===== src/rtl/mux_seq_pkg.sv =====
// rtl/mux_seq_pkg.sv - shared constants and width helper for the channel mux sequencer
package mux_seq_pkg;

    localparam logic MODE_MANUAL = 1'b0;
    localparam logic MODE_SCAN   = 1'b1;

    // Select width for n channels; a single-bit select is the floor.
    function automatic int sel_width(input int n);
        return (n > 1) ? $clog2(n) : 1;
    endfunction

endpackage


===== src/rtl/mux_seq_if.sv =====
// rtl/mux_seq_if.sv - channel inputs, select controls and registered mux outputs
// master: drives data_in, sel, mode, ch_mask; observes data_out, cur_ch, out_valid, sel_err, wrap
// slave:  the sequencer side of the same bundle
interface mux_seq_if #(
    parameter int NUM_CH = 6,
    parameter int WIDTH  = 1
);
    import mux_seq_pkg::*;

    localparam int SEL_W = sel_width(NUM_CH);

    logic [NUM_CH*WIDTH-1:0] data_in;
    logic [SEL_W-1:0]        sel;
    logic                    mode;
    logic [NUM_CH-1:0]       ch_mask;
    logic [WIDTH-1:0]        data_out;
    logic [SEL_W-1:0]        cur_ch;
    logic                    out_valid;
    logic                    sel_err;
    logic                    wrap;

    modport master (
        output data_in, sel, mode, ch_mask,
        input  data_out, cur_ch, out_valid, sel_err, wrap
    );

    modport slave (
        input  data_in, sel, mode, ch_mask,
        output data_out, cur_ch, out_valid, sel_err, wrap
    );

endinterface


===== src/rtl/mux_seq_next.sv =====
// rtl/mux_seq_next.sv - circular priority search for the next enabled channel
// in:  ptr (current channel), ch_mask (enabled channels)
// out: next_ch (first enabled channel above ptr, circularly), wrapped (next_ch <= ptr), any_en
module mux_seq_next
    import mux_seq_pkg::*;
#(
    parameter int NUM_CH = 6,
    parameter int SEL_W  = sel_width(NUM_CH)
) (
    input  logic [SEL_W-1:0]  ptr,
    input  logic [NUM_CH-1:0] ch_mask,
    output logic [SEL_W-1:0]  next_ch,
    output logic              wrapped,
    output logic              any_en
);

    logic found;
    int   idx;

    // Offsets 1..NUM_CH cover every channel once, ending back at ptr itself,
    // so a lone enabled channel selects itself and reports a wrap.
    always_comb begin
        next_ch = ptr;
        found   = 1'b0;
        idx     = 0;
        any_en  = |ch_mask;
        for (int i = 1; i <= NUM_CH; i++) begin
            idx = int'(ptr) + i;
            if (idx >= NUM_CH) begin
                idx = idx - NUM_CH;
            end
            if (!found && ch_mask[idx]) begin
                found   = 1'b1;
                next_ch = SEL_W'(idx);
            end
        end
        wrapped = any_en && (next_ch <= ptr);
    end

endmodule


===== src/rtl/mux_seq.sv =====
// rtl/mux_seq.sv - registered channel mux with manual select and masked round-robin scan
// clk: rising-edge clock; rst: synchronous active-high reset
// bus (slave): data_in/sel/mode/ch_mask in; data_out/cur_ch/out_valid/sel_err/wrap out
module mux_seq
    import mux_seq_pkg::*;
#(
    parameter int NUM_CH = 6,
    parameter int WIDTH  = 1,
    parameter int DWELL  = 10
) (
    input  logic     clk,
    input  logic     rst,
    mux_seq_if.slave bus
);

    localparam int SEL_W  = sel_width(NUM_CH);
    localparam int DCNT_W = (DWELL > 1) ? $clog2(DWELL) : 1;
    localparam logic [DCNT_W-1:0] DCNT_LAST = DCNT_W'(DWELL - 1);

    logic [SEL_W-1:0]  ptr;
    logic [SEL_W-1:0]  next_ch;
    logic [DCNT_W-1:0] dcnt;
    logic              wrapped;
    logic              any_en;
    logic              sel_ok;
    logic              ptr_en;
    logic [WIDTH-1:0]  sel_data;
    logic [WIDTH-1:0]  ptr_data;

    // Out-of-range selects must not alias, so the slice is only used when in range.
    assign sel_ok   = int'(bus.sel) < NUM_CH;
    assign sel_data = sel_ok ? bus.data_in[int'(bus.sel)*WIDTH +: WIDTH] : '0;
    assign ptr_data = bus.data_in[int'(ptr)*WIDTH +: WIDTH];
    assign ptr_en   = bus.ch_mask[ptr];

    mux_seq_next #(
        .NUM_CH (NUM_CH),
        .SEL_W  (SEL_W)
    ) u_next (
        .ptr     (ptr),
        .ch_mask (bus.ch_mask),
        .next_ch (next_ch),
        .wrapped (wrapped),
        .any_en  (any_en)
    );

    always_ff @(posedge clk) begin
        if (rst) begin
            ptr           <= '0;
            dcnt          <= '0;
            bus.data_out  <= '0;
            bus.cur_ch    <= '0;
            bus.out_valid <= 1'b0;
            bus.sel_err   <= 1'b0;
            bus.wrap      <= 1'b0;
        end else if (bus.mode == MODE_MANUAL) begin
            dcnt     <= '0;
            bus.wrap <= 1'b0;
            if (sel_ok) begin
                bus.data_out  <= sel_data;
                bus.cur_ch    <= bus.sel;
                bus.out_valid <= 1'b1;
                bus.sel_err   <= 1'b0;
                ptr           <= bus.sel;
            end else begin
                bus.out_valid <= 1'b0;
                bus.sel_err   <= 1'b1;
            end
        end else begin
            bus.sel_err <= 1'b0;
            if (!any_en) begin
                bus.out_valid <= 1'b0;
                dcnt          <= '0;
                bus.wrap      <= 1'b0;
            end else begin
                // A channel disabled mid-dwell still delivers this one sample,
                // then the pointer moves on exactly as at dwell expiry.
                bus.data_out  <= ptr_data;
                bus.cur_ch    <= ptr;
                bus.out_valid <= 1'b1;
                if (!ptr_en || dcnt == DCNT_LAST) begin
                    ptr      <= next_ch;
                    dcnt     <= '0;
                    bus.wrap <= wrapped;
                end else begin
                    dcnt     <= dcnt + DCNT_W'(1);
                    bus.wrap <= 1'b0;
                end
            end
        end
    end

endmodule

===== src/flat_wrapper.sv =====
// flat-port wrapper written by rule: the top's interface ports become plain ports
module mux_seq_flat import mux_seq_pkg::*;
#(
    parameter int NUM_CH = 6,
    parameter int WIDTH  = 1,
    parameter int DWELL  = 10
)
  (clk, rst, bus_data_in, bus_sel, bus_mode, bus_ch_mask, bus_data_out, bus_cur_ch, bus_out_valid, bus_sel_err, bus_wrap);
  mux_seq_if #(.NUM_CH(NUM_CH), .WIDTH(WIDTH)) bus_i ();
  input  logic clk;
  input  logic rst;
  input wire logic [$bits(bus_i.data_in)-1:0] bus_data_in;
  input wire logic [$bits(bus_i.sel)-1:0] bus_sel;
  input wire logic [$bits(bus_i.mode)-1:0] bus_mode;
  input wire logic [$bits(bus_i.ch_mask)-1:0] bus_ch_mask;
  output wire logic [$bits(bus_i.data_out)-1:0] bus_data_out;
  output wire logic [$bits(bus_i.cur_ch)-1:0] bus_cur_ch;
  output wire logic [$bits(bus_i.out_valid)-1:0] bus_out_valid;
  output wire logic [$bits(bus_i.sel_err)-1:0] bus_sel_err;
  output wire logic [$bits(bus_i.wrap)-1:0] bus_wrap;
  assign bus_i.data_in = bus_data_in;
  assign bus_i.sel = bus_sel;
  assign bus_i.mode = bus_mode;
  assign bus_i.ch_mask = bus_ch_mask;
  assign bus_data_out = bus_i.data_out;
  assign bus_cur_ch = bus_i.cur_ch;
  assign bus_out_valid = bus_i.out_valid;
  assign bus_sel_err = bus_i.sel_err;
  assign bus_wrap = bus_i.wrap;
  mux_seq #(.NUM_CH(NUM_CH), .WIDTH(WIDTH), .DWELL(DWELL)) u_core (.clk(clk), .rst(rst), .bus(bus_i));
endmodule

===== config.mk =====
export PLATFORM = sky130hd
export DESIGN_NAME = mux_seq_flat
export DESIGN_NICKNAME = d
export VERILOG_FILES = /design/src/rtl/mux_seq_pkg.sv /design/src/rtl/mux_seq_if.sv /design/src/rtl/mux_seq_next.sv /design/src/rtl/mux_seq.sv /design/src/flat_wrapper.sv
export SDC_FILE = /design/constraint.sdc
export NUM_CORES = 1
export LEC_CHECK = 0
export ABC_AREA = 1
export CAP_MARGIN = 20
export CORE_MARGIN = 5
export CORE_UTILIZATION = 54
export CTS_CLUSTER_DIAMETER = 200
export CTS_CLUSTER_SIZE = 40
export DETAILED_ROUTE_END_ITERATION = 8
export GPL_TIMING_DRIVEN = 0
export PLACE_DENSITY = 0.8
export SYNTH_ARGS = -nofsm -noshare
export SYNTH_HDL_FRONTEND = slang
export SYNTH_SLANG_ARGS = --single-unit

===== constraint.sdc =====
create_clock -name clk -period 3.82 [get_ports clk]
set_input_delay 0.382 -clock clk [delete_from_list [all_inputs] [get_ports clk]]
set_output_delay 0.382 -clock clk [all_outputs]
set_load 0.005 [all_outputs]

==> results of run 1 <==
-- metrics by stage --
step	instances	cell area (um2)	utilization, %
final	324	1960	65.8
after global routing	324	1960	65.8
after CTS	326	1950	65.6
after detailed placement	322	1920	64.3
after global placement	322	1920	64.3
after floorplan	266	1640	-
-- sequential cells by signal (all words and copies together), names as in the netlist --
name                  flops
u_core.bus.out_valid      1
u_core.bus.data_out       1
u_core.dcnt               4
u_core.bus.sel_err        1
u_core.bus.cur_ch         3
u_core.bus.wrap           1
u_core.ptr                3
-- how the worst max path moves through the flow --
stage                  start         endpoint  slack [ns]
2_1_floorplan  u_core.ptr[0]  u_core.bus.wrap        0.54
3_3_place_gp   u_core.ptr[0]  u_core.bus.wrap        0.03
3_5_place_dp   u_core.ptr[0]  u_core.bus.wrap      -0.005
4_1_cts        u_core.ptr[1]  u_core.bus.wrap        0.03
5_1_grt        u_core.ptr[1]  u_core.bus.wrap        0.03
6_report       u_core.ptr[1]  u_core.bus.wrap        0.37
-- tightest hold or removal path, stage by stage --
cell     delay (ns)
buf_2          0.16
nand3_2        0.10
a21oi_2        0.05
-- cell usage after synthesis, types with 3 or more instances --
library cell | number | area [um2]
nand3_1 | 28 | 140
nor3_1 | 4 | 20.0
o21ai_0 | 14 | 70.1
dfxtp_1 | 14 | 280
nand2_2 | 7 | 43.8
nand2_1 | 66 | 248
ha_1 | 15 | 188
inv_1 | 36 | 135
nor2_1 | 22 | 82.6
a21oi_1 | 11 | 55.1
xor2_1 | 3 | 26.3
nand3_2 | 5 | 50.1
o21ai_1 | 4 | 20.0
inv_2 | 5 | 18.8
nand4_1 | 3 | 18.8
-- area by class of cell --
type | instances | area, um2
Multi-Input combinational cell | 206 | 1200
Fill cell | 270 | 1020
Sequential cell | 14 | 285
Timing Repair Buffer | 23 | 230
Inverter | 43 | 161
Tap cell | 33 | 41.3
Clock buffer | 4 | 36.3
Buffer | 1 | 5.00
-- per-layer routing --
layer	vias up	track usage, %
met3	6	4.27
met2	36	31.9
li1	922	-
met1	775	27.1
met4	0	7.25
met5	-	0
-- what timing repair did --
action                                  4_1_cts  5_1_grt
endpoints found under the setup margin        1        1
resized for setup                             1        4
gates cloned                                  0        0
pin swaps                                     0        1
-- cells by family after synthesis --
logic type,Yosys count,synth area share [%]
compound gates,42,15.9
xor+xnor,4,2.13
fa+ha+maj,15,11.4
buf+inv,46,11.0
flops,14,17.0
simple gates,145,42.5
==> run summary, run 1 <==
Max-cap check violation count -> 0
WP buf/inv -> 6
Clk pin slew, worst setup/hold paths -> 0.09 ns
Setup ws final -> 0.367 ns
Reg2Reg Depth -> 23
Wirelength, routed -> 3930 um
Post-synth EDFFs -> 0
Rows -> 20
Initial antenna violation count -> 0
CTS tree -> built
Layout Nets -> 325
CP startpoint kind -> flop
Core area -> 2980 um2
Detail Route Antenna Nets -> 0
DRC viols -> 0
Worst slew margin -> 72.8%
Final Setup Violations -> 0
Hold slack -> 0.431 ns
Crit share post-route -> 90.4%
Max Buffers Root-to-Sink -> 2
Fmax -> 0.290 GHz
Most common cell after layout, fill and taps aside -> nand2_1
Top Ports -> 25
Pre-CTS setup slack -> -0.00497 ns
Hold Crit Depth -> 3
DP Wirelength -> 3260 um
Library cells used by synthesis -> 37
Antenna diode count -> 0
Flops & latches, synth -> 14
Largest net degree at the start of global routing -> 11
Crit path kind -> reg -> reg
Worst R2R End -> u_core.bus.wrap
# port buffers -> 23
Top layer in use -> met4
Final-report max-slew violation count -> 0
Gate Count Post-Synth -> 266
Beginning of the worst hold path -> bus_mode
Status -> finished clean
Vias per cell -> 5.37
Async S/R FF share, synth -> 0%
CTS Buf Count -> 3
Initial core utilization -> 55.2%
Worst path arrival time -> 3.65 ns
Htree depth -> 1
Met3 wire length -> 173 um
Vias -> 1739
First-pass GRT wire length -> 6890 um
Syn-to-layout area delta -> 19.2%
CTS Root Cell -> clkbuf_4
Yosys warns -> 0
Mapped Nets -> 299
Sequential cell area fraction in the yosys report -> 17.0%
Period minus WS final -> 3.45 ns
Vias in the first global route -> 1647
DRT met1 WL -> 2000 um
Worst r2r src -> u_core.ptr[1]
Overflow after GRT -> 0
CP max stage cell -> dfxtp_2
Met2 WL -> 1690 um
Clock Skews -> 0.0121 ns
Die Span Y -> 65.2 um
GRT Util Overall -> 20.2%
Cell Area, Synth -> 1640 um2
Min-Delay Path Class -> in -> reg
Main synth FF type -> dfxtp_1
WL/cell -> 12.1 um
Post-route setup TNS -> 0 ns
Hold Fails Final Rpt -> 0
Clock Sinks -> 14
Routability cong. -> 0.825
RSZ-0062 raised after global routing -> no
Cell family with most CP delay -> simple AND/OR/NAND/NOR gates
Commonest cells after routing, fill and taps aside -> nand2_1 (66), inv_1 (36), nand3_1 (27), clkdlybuf4s50_1 (23), nor2_1 (22)
Syn Area/Cell -> 6.18 um2
Worst R2R Setup Slack -> 0.37 ns
Tightest Pin Transition -> 0.404 ns
Drt first pass iters -> 4
Critical path endpoint category -> flop
Die area -> 4250 um2
Insertion delay to the later sink of the worst-skew pair -> 0.29 ns
CP cell instances -> inv_1 -> ha_4 -> inv_1 -> ha_1 -> inv_1 -> nand3_1 -> clkinv_1 -> nand2_1 -> nand2_1 -> nand2_2 -> nand2_1 -> nand2_1 -> nand2_2 -> nand4_4 -> inv_1 -> nand3_2 -> inv_1 -> nand2_1 -> a21boi_1 -> ha_1 -> a21oi_1 -> a32oi_1 -> nor4_1
Crit path depth -> 23
Initial drt markers -> 98
Postcts setup bufs -> 0
CP Data Required Time -> 4.01 ns
Die X-Extent -> 65.2 um
Share of cells above drive strength 1 -> 12.0%
# hold bufs at CTS -> 0
Hold endpoint -> u_core.ptr[1]
Slowest stage delay, CP -> 0.45 ns
CP max FO -> 10
Power of run 1 is not shown: default switching activity piles up to over one toggle a cycle in this logic, so the estimate is an artifact.
==> inputs of run 2 (changes only) <==
--- a/config.mk
+++ b/config.mk
@@ -14,6 +14,7 @@
 export DETAILED_ROUTE_END_ITERATION = 8
 export GPL_TIMING_DRIVEN = 0
 export PLACE_DENSITY = 0.8
+export SKIP_LAST_GASP = 1
 export SYNTH_ARGS = -nofsm -noshare
 export SYNTH_HDL_FRONTEND = slang
 export SYNTH_SLANG_ARGS = --single-unit
==> results of run 2 <==
Final layout, timing and power as in run 1 (identical DEF).
Power of run 2 is left out for the same reason.
==> inputs of run 3 (changes only) <==
--- a/config.mk
+++ b/config.mk
@@ -14,6 +14,7 @@
 export DETAILED_ROUTE_END_ITERATION = 8
 export GPL_TIMING_DRIVEN = 0
 export PLACE_DENSITY = 0.8
+export SKIP_CTS_REPAIR_TIMING = 1
 export SKIP_LAST_GASP = 1
 export SYNTH_ARGS = -nofsm -noshare
 export SYNTH_HDL_FRONTEND = slang
==> constraint.sdc (replaced) <==
create_clock -name clk -period 3.9 [get_ports clk]
set_input_delay 0.39 -clock clk [delete_from_list [all_inputs] [get_ports clk]]
set_output_delay 0.39 -clock clk [all_outputs]
set_load 0.005 [all_outputs]
==> run summary, run 3 (synthesis gave the netlist of run 1 again) <==
Status -> finished clean
Drt first pass iters -> 4
Tightest Pin Transition -> 0.403 ns
CP Data Required Time -> 4.09 ns
Fmax -> 0.289 GHz
Min-Delay Path Class -> in -> reg
Detail Route Antenna Nets -> 0
Antenna diode count -> 0
Largest net degree at the start of global routing -> 11
# port buffers -> 23
Most common cell after layout, fill and taps aside -> nand2_1
CTS Buf Count -> 3
GRT Util Overall -> 20.2%
Final-report max-slew violation count -> 0
Top Ports -> 25
Core area -> 2980 um2
Worst path arrival time -> 3.66 ns
RSZ-0062 raised after global routing -> no
Wirelength, routed -> 3950 um
Commonest cells after routing, fill and taps aside -> nand2_1 (66), inv_1 (36), nand3_1 (27), clkdlybuf4s50_1 (23), nor2_1 (22)
Initial drt markers -> 93
Multi-input logic area -> 1200 um2
CP startpoint kind -> flop
Initial antenna violation count -> 0
Hold Fails Final Rpt -> 0
Insertion delay to the later sink of the worst-skew pair -> 0.29 ns
Vias in the first global route -> 1647
CP max FO -> 18
WL/cell -> 12.1 um
FILL cells -> 268
Final Setup Violations -> 0
Die area -> 4250 um2
Share of cells above drive strength 1 -> 12.3%
Initial core utilization -> 55.2%
Worst slew margin -> 72.9%
Critical path endpoint category -> flop
DRC viols -> 0
DP Wirelength -> 3260 um
Top flop regs -> u_core.dcnt: 4 flops, u_core.bus.cur_ch: 3 flops, u_core.ptr: 3 flops
Max FFs per register -> 4
Vias -> 1735
Layout Nets -> 326
Max-cap check violation count -> 0
Vias per cell -> 5.34
Max Buffers Root-to-Sink -> 2
Overflow after GRT -> 0
Syn-to-layout area delta -> 19.6%
Clock Sinks -> 14
CTS Root Cell -> clkbuf_4
First-pass GRT wire length -> 6890 um
Routability cong. -> 0.825
Rows -> 20
Largest Register -> u_core.dcnt
Crit path kind -> reg -> reg
Post-route setup TNS -> 0 ns
Period minus WS final -> 3.46 ns
Die Span Y -> 65.2 um
Clock Skews -> 0.0110 ns
Crit share post-route -> 88.8%
Clk pin slew, worst setup/hold paths -> 0.09 ns
Die X-Extent -> 65.2 um
CTS tree -> built
Reg area -> 285 um2
Htree depth -> 1
run 3: cell types whose count changed in the layout (fill, tap and decap cells not counted):
cell | previous run | this run
buf_4 | 0 | 1
run 3: per-layer routing:
layer	global-route usage [%]	routed length [um]	up-vias	part of all wire, %
met5	0	0	-	0
met4	7.25	61	0	1.5
met3	4.27	173	6	4.4
met2	31.9	1710	37	43
met1	27.1	2010	768	51
li1	-	-	924	-
run 3: worst paths after layout:
path	startpoint	end	slack, ns	depth (start not counted)
worst max-delay path	u_core.ptr[0]	u_core.bus.wrap	0.44	24
worst min-delay path	bus_mode	u_core.ptr[1]	0.44	3
worst max register to register	u_core.ptr[0]	u_core.bus.wrap	0.44	24
worst min register to register	u_core.dcnt[0]	u_core.dcnt[0]	0.48	1
run 3: stage by stage:
stage | std cells | utilization, % | hold WS (ns) | area (um2) | setup slack (ns)
floorplan | 266 | - | 0.433 | 1640 | 0.616
finish | 325 | 66.1 | 0.439 | 1970 | 0.435
detailed placement | 322 | 64.3 | 0.461 | 1920 | 0.0750
global route | 325 | 66.1 | 0.440 | 1970 | 0.0678
CTS | 326 | 65.5 | 0.437 | 1950 | 0.0311
global placement | 322 | 64.3 | 0.451 | 1920 | 0.105
run 3: critical path, stage by stage, from the launching register on:
cell      delay [ns]
dfxtp_4         0.39
buf_4           0.22
inv_1           0.14
ha_4            0.31
inv_1           0.09
ha_1            0.20
inv_1           0.06
nand3_1         0.08
clkinv_1        0.07
nand2_1         0.05
nand2_1         0.12
nand2_2         0.11
nand2_1         0.07
nand2_1         0.06
nand2_2         0.10
nand4_4         0.11
inv_1           0.09
nand3_2         0.10
inv_1           0.09
nand2_1         0.06
a21boi_1        0.14
ha_1            0.31
a21oi_1         0.16
a32oi_1         0.09
nor4_1          0.15
run 3: layout make-up:
class / instances / share of cell area [%]
Sequential cell: 14 / 14.5
Inverter: 43 / 8.21
Clock buffer: 4 / 1.84
Timing Repair Buffer: 23 / 11.7
Multi-Input combinational cell: 206 / 61.0
Tap cell: 33 / 2.10
Buffer: 2 / 0.636
Power of run 3 is left out for the same reason.
==> RTL change 1 (settings of run 3) <==
`NUM_CH` is set to 6 in 4 places; all go to 12.
--- a/src/rtl/mux_seq_if.sv
+++ b/src/rtl/mux_seq_if.sv
@@ -4,3 +4,3 @@
 interface mux_seq_if #(
-    parameter int NUM_CH = 6,
+    parameter int NUM_CH = 12,
     parameter int WIDTH  = 1
--- a/src/rtl/mux_seq_next.sv
+++ b/src/rtl/mux_seq_next.sv
@@ -6,3 +6,3 @@
 #(
-    parameter int NUM_CH = 6,
+    parameter int NUM_CH = 12,
     parameter int SEL_W  = sel_width(NUM_CH)
--- a/src/rtl/mux_seq.sv
+++ b/src/rtl/mux_seq.sv
@@ -6,3 +6,3 @@
 #(
-    parameter int NUM_CH = 6,
+    parameter int NUM_CH = 12,
     parameter int WIDTH  = 1,
--- a/src/flat_wrapper.sv
+++ b/src/flat_wrapper.sv
@@ -3,3 +3,3 @@
 #(
-    parameter int NUM_CH = 6,
+    parameter int NUM_CH = 12,
     parameter int WIDTH  = 1,
Ports: changed (resized bus_ch_mask, bus_cur_ch, bus_data_in and bus_sel); port bits go from 25 to 39. The function was not compared with the original's and may differ.
==> RTL change 1 against run 3 <==
The flow now finishes with violations (negative setup slack); design area up 120%; setup slack worse by 620 ps; maximum frequency down 15%; final cell count up 120%; routed wire length rose to 2.8 times the old value; critical path type unchanged; synthesized area up 87%; critical endpoint unchanged; sequential cell count up 2; first-iteration DRC count rose to 4.0 times the old value; largest cell class unchanged; count of clock-buffer cells in the layout unchanged.
Power is left out: the tool's default activity adds up to more than one toggle a clock period on the data nets, which glitch-free logic cannot reach.
==> RTL change 1: results (changes against run 3) <==
----------------------------------------------------
[Place]
  Port buffer count ... 38 (+65%)
  Post-DP HPWL ... 7520 um (+130%)
  Placed cell count ... 662 (+110%)

[Setup path]
  Worst EP arrival ... 4240 ps (+580 ps)
  Top fanout value on the critical path ... 10 (-8)

[Clocking]
  Clock transition time at the flip-flop clock pins of the worst setup and hold paths ... 70 ps (-20 ps)
  Skew-Pair Late Insertion Delay ... 250 ps (-40 ps)
  Sinks on the clock net ... 16 (+2)

[STA]
  Final setup violation count ... 1 (+1)
  Worst Slack Setup Final ... -181 ps (-616 ps)
  Worst-case clock skew ... 6.02 ps (-4.97 ps)
  Worst relative slew slack ... 0.561 (-0.168)

[Global routing]
  Pin count of the biggest net entering global routing ... 15 (+4)
  Global-route usage over all layers ... 0.259 (+0.0565)
  Via count of the first global-routing pass ... 3,399 (+110%)

[Detailed routing]
  Mean routed wirelength per cell ... 15.6 um (+29%)
  Via-to-Cell Ratio ... 5.75 (+7.8%)
  First-pass DRT Iterations ... 6 (+2)

[Synthesis]
  Most common library cells after synthesis ... sky130_fd_sc_hd__nand2_1, sky130_fd_sc_hd__inv_1, sky130_fd_sc_hd__nand3_1
  Portion of netlist area occupied by mux cells ... 0.00326 (+0.00326)
  Nets in the synthesized netlist ... 611 (+100%)
  Post-synthesis share of cell area spent on xor and xnor gates ... 0.0392 (+0.0179)
  Area contributors post-synth ... sky130_fd_sc_hd__nand2_1, sky130_fd_sc_hd__ha_1, sky130_fd_sc_hd__dfxtp_1

[Worst hold path]
  Min-delay src ... u_core.dcnt[0]

[Finish]
  Area of combinational cells with multiple inputs ... 2760 sq um (+130%)
  Total of fill cells in the finished design ... 397 (+48%)
  Net count of the finished layout ... 690 (+110%)

[Status]
  Status ... finished, violations left
  Violations in the final reports ... negative setup slack

----------------------------------------------------
## RTL change 1: changes by cell type after synthesis, sizes merged, moves of 4 or more
cell           run 3  this run
o21ai             19        45
a21oi             12        21
ha                15        28
xor2               3         7
nor2              24        46
inv               41        77
nand3             33        53
nand2             75       210
xnor2              1         5
o211ai             1         5
buf                3         9
## RTL change 1: cell type report
class	instances	share of cell area
sequential	16	0.0773
clock buffer	4	0.0128
tap	72	0.0209
inverter	78	0.0727
timing repair buffer	74	0.157
multi-input combinational	449	0.640
buffer	9	0.0195
## RTL change 1: kinds of logic after synthesis
family	count (synthesis)
mux	1
buf+inv	87
xor+xnor	12
fa+ha+maj	28
simple gates	325
compound gates	83
flops	16
## RTL change 1: stage by stage
stage / setup TNS (ps) / area [sq um]
after global placement: -605 / 3540
final: -181 / 4310
after global routing: -456 / 4310
after floorplan: 0 / 3070
after detailed placement: -642 / 3540
after CTS: -755 / 3590
## RTL change 1: worst paths after layout
path                            slack (ps)  cells past startpoint               to
worst max-delay path                  -180                     30  u_core.bus.wrap
worst min-delay path                   470                      1   u_core.dcnt[0]
worst max register to register        -180                     30  u_core.bus.wrap
worst min register to register         470                      1   u_core.dcnt[0]
## RTL change 1: per-layer routing
metal | wire (um) | vias up | track usage
met2 | 5210 | 229 | 0.463
met5 | 0 | - | 0
li1 | - | 1944 | -
met3 | 935 | 68 | 0.0291
met1 | 4140 | 1798 | 0.311
met4 | 704 | 0 | 0.104
## RTL change 1: worst max-delay path, delay by kind of cell, from the launching register on
family          cells  cell delay [ps]
xor+xnor            1              230
buf+inv             6              590
compound gates      3              300
fa+ha+maj           3              620
flops               1              430
simple gates       17             1780
==> RTL change 2 (config.mk and constraints of run 3) <==
Made on the original files. Make the reset (`rst`) asynchronous in one clocked block. Comments in the files are not updated.
--- a/src/rtl/mux_seq.sv
+++ b/src/rtl/mux_seq.sv
@@ -46,3 +46,3 @@
 
-    always_ff @(posedge clk) begin
+    always_ff @(posedge clk or posedge rst) begin
         if (rst) begin
Formal check against the unedited RTL: differs if rst is asserted again (counterexample within 4 cycles, from zero or initial values and one cycle with rst high); with rst held inactive, the same outputs for 10 cycles.
==> RTL change 2 against run 3 <==
Routed wire length rose by 12%; non-clock buffer count rose by 2; count of clock-buffer cells in the layout did not move; setup slack got worse by 88 ps; sequential cell count did not move; synthesized area rose by 12%; global-route usage rose by 0.26 points; via count rose by 8.9%; design area rose by 11%; synthesized cell count rose by 9.8%; critical path type unchanged; critical endpoint is now u_core.bus.wrap; largest cell class unchanged.
Power is not shown: default switching activity piles up to over one toggle a cycle in this logic, so the estimate is an artifact.
==> RTL change 2: results (changes against run 3) <==
----------------------------------------------------
[Status]
  Status ... complete, no violations

[Synthesis]
  Area contributors post-synth ... sky130_fd_sc_hd__dfrtp_1, sky130_fd_sc_hd__nand2_1, sky130_fd_sc_hd__ha_1
  Sequential-to-total area share from yosys stat ... 0.190 (+0.0195)
  Nets in the synthesized netlist ... 328 (+9.7%)
  Main synth FF type ... sky130_fd_sc_hd__dfrtp_1
  FFs w/ async S/R, synth ... 1.00 (+1.00)
  Synthesized cell area ... 1840 sq um (+12%)

[Global routing]
  Pin count of the biggest net entering global routing ... 15 (+4)
  Global-route usage over all layers ... 0.205 (+0.00257)
  Via count of the first global-routing pass ... 1,603 (-2.7%)

[Finish]
  Layout clock buffer count ... 4 (unchanged)
  Buffer count excluding the clock tree in the final layout ... 27 (+8.0%)
  Signed area change from the synthesized netlist to the final layout ... 18.0%
  Clock buffers and inverters, area share ... 0.0167 (-0.00177)
  Register cell area after layout ... 353 sq um (+24%)
  Total of fill cells in the finished design ... 325 (+21%)
  Non-clock buffering overhead in the final layout ... 0.124 (+0.000800)
  Non-clock inverters ... 49 (+14%)
  Non-filler instance count after layout ... 365 (+12%)
  Area of combinational cells with multiple inputs ... 1270 sq um (+6.3%)
  Share of post-route cells with drive strength above 1 ... 0.116 (-0.00730)
  Layout multi-input combinational cell count ... 225 (+9.2%)

[Setup path]
  Origin of the critical flop-to-flop path ... u_core.ptr[1]
  Critical path's slowest cell ... sky130_fd_sc_hd__dfrtp_2
  Worst EP arrival ... 3730 ps (+70 ps)
  Biggest cell delay along the critical path ... 510 ps (+120 ps)
  Top fanout value on the critical path ... 13 (-5)

[Place]
  Area post-placement ... 2130 sq um (+11%)
  Placed cell count ... 361 (+12%)
  Worst Setup Slack post-DPL ... 70.1 ps (-4.94 ps)
  Routability Congestion ... 0.856 (+3.7%)

[Detailed routing]
  Via count ... 1,890 (+8.9%)
  Detailed-routed wire length on met2 ... 2130 um (+25%)
  Met1 Wirelength ... 1990 um (-0.70%)
  Total wirelength of the detailed-routed design ... 4410 um (+12%)

[Clocking]
  Clock root buffer ... sky130_fd_sc_hd__clkbuf_4

[STA]
  Worst-case clock skew ... 2.29 ps (-8.70 ps)
  Worst relative slew slack ... 0.537 (-0.192)

----------------------------------------------------
==> RTL change 2: path summary, 6_finish.rpt <==
path	endpoint	slack, ps	cells past startpoint
worst max-delay path	u_core.bus.wrap	350	21
worst min-delay path	u_core.ptr[1]	400	3
worst max register to register	u_core.bus.wrap	350	21
worst min register to register	u_core.bus.cur_ch[0]	500	2
max in group asynchronous	u_core.ptr[1]	3050	2
min in group asynchronous	u_core.bus.out_valid	450	2
==> RTL change 2: cells by family (layout without fill, tap and decap cells) <==
group           count (synthesis)  after routing  share of synthesized area
simple gates                  169            169                      0.429
buf+inv                        53             80                      0.121
compound gates                 33             33                      0.114
fa+ha+maj                      18             18                      0.122
flops                          14             14                      0.190
xor+xnor                        5              5                     0.0237
==> RTL change 2: metal layers <==
layer / vias up / global-route usage
met4: 0 / 0.0596
met3: 5 / 0.0181
li1: 997 / -
met5: - / 0
met1: 836 / 0.271
met2: 52 / 0.350
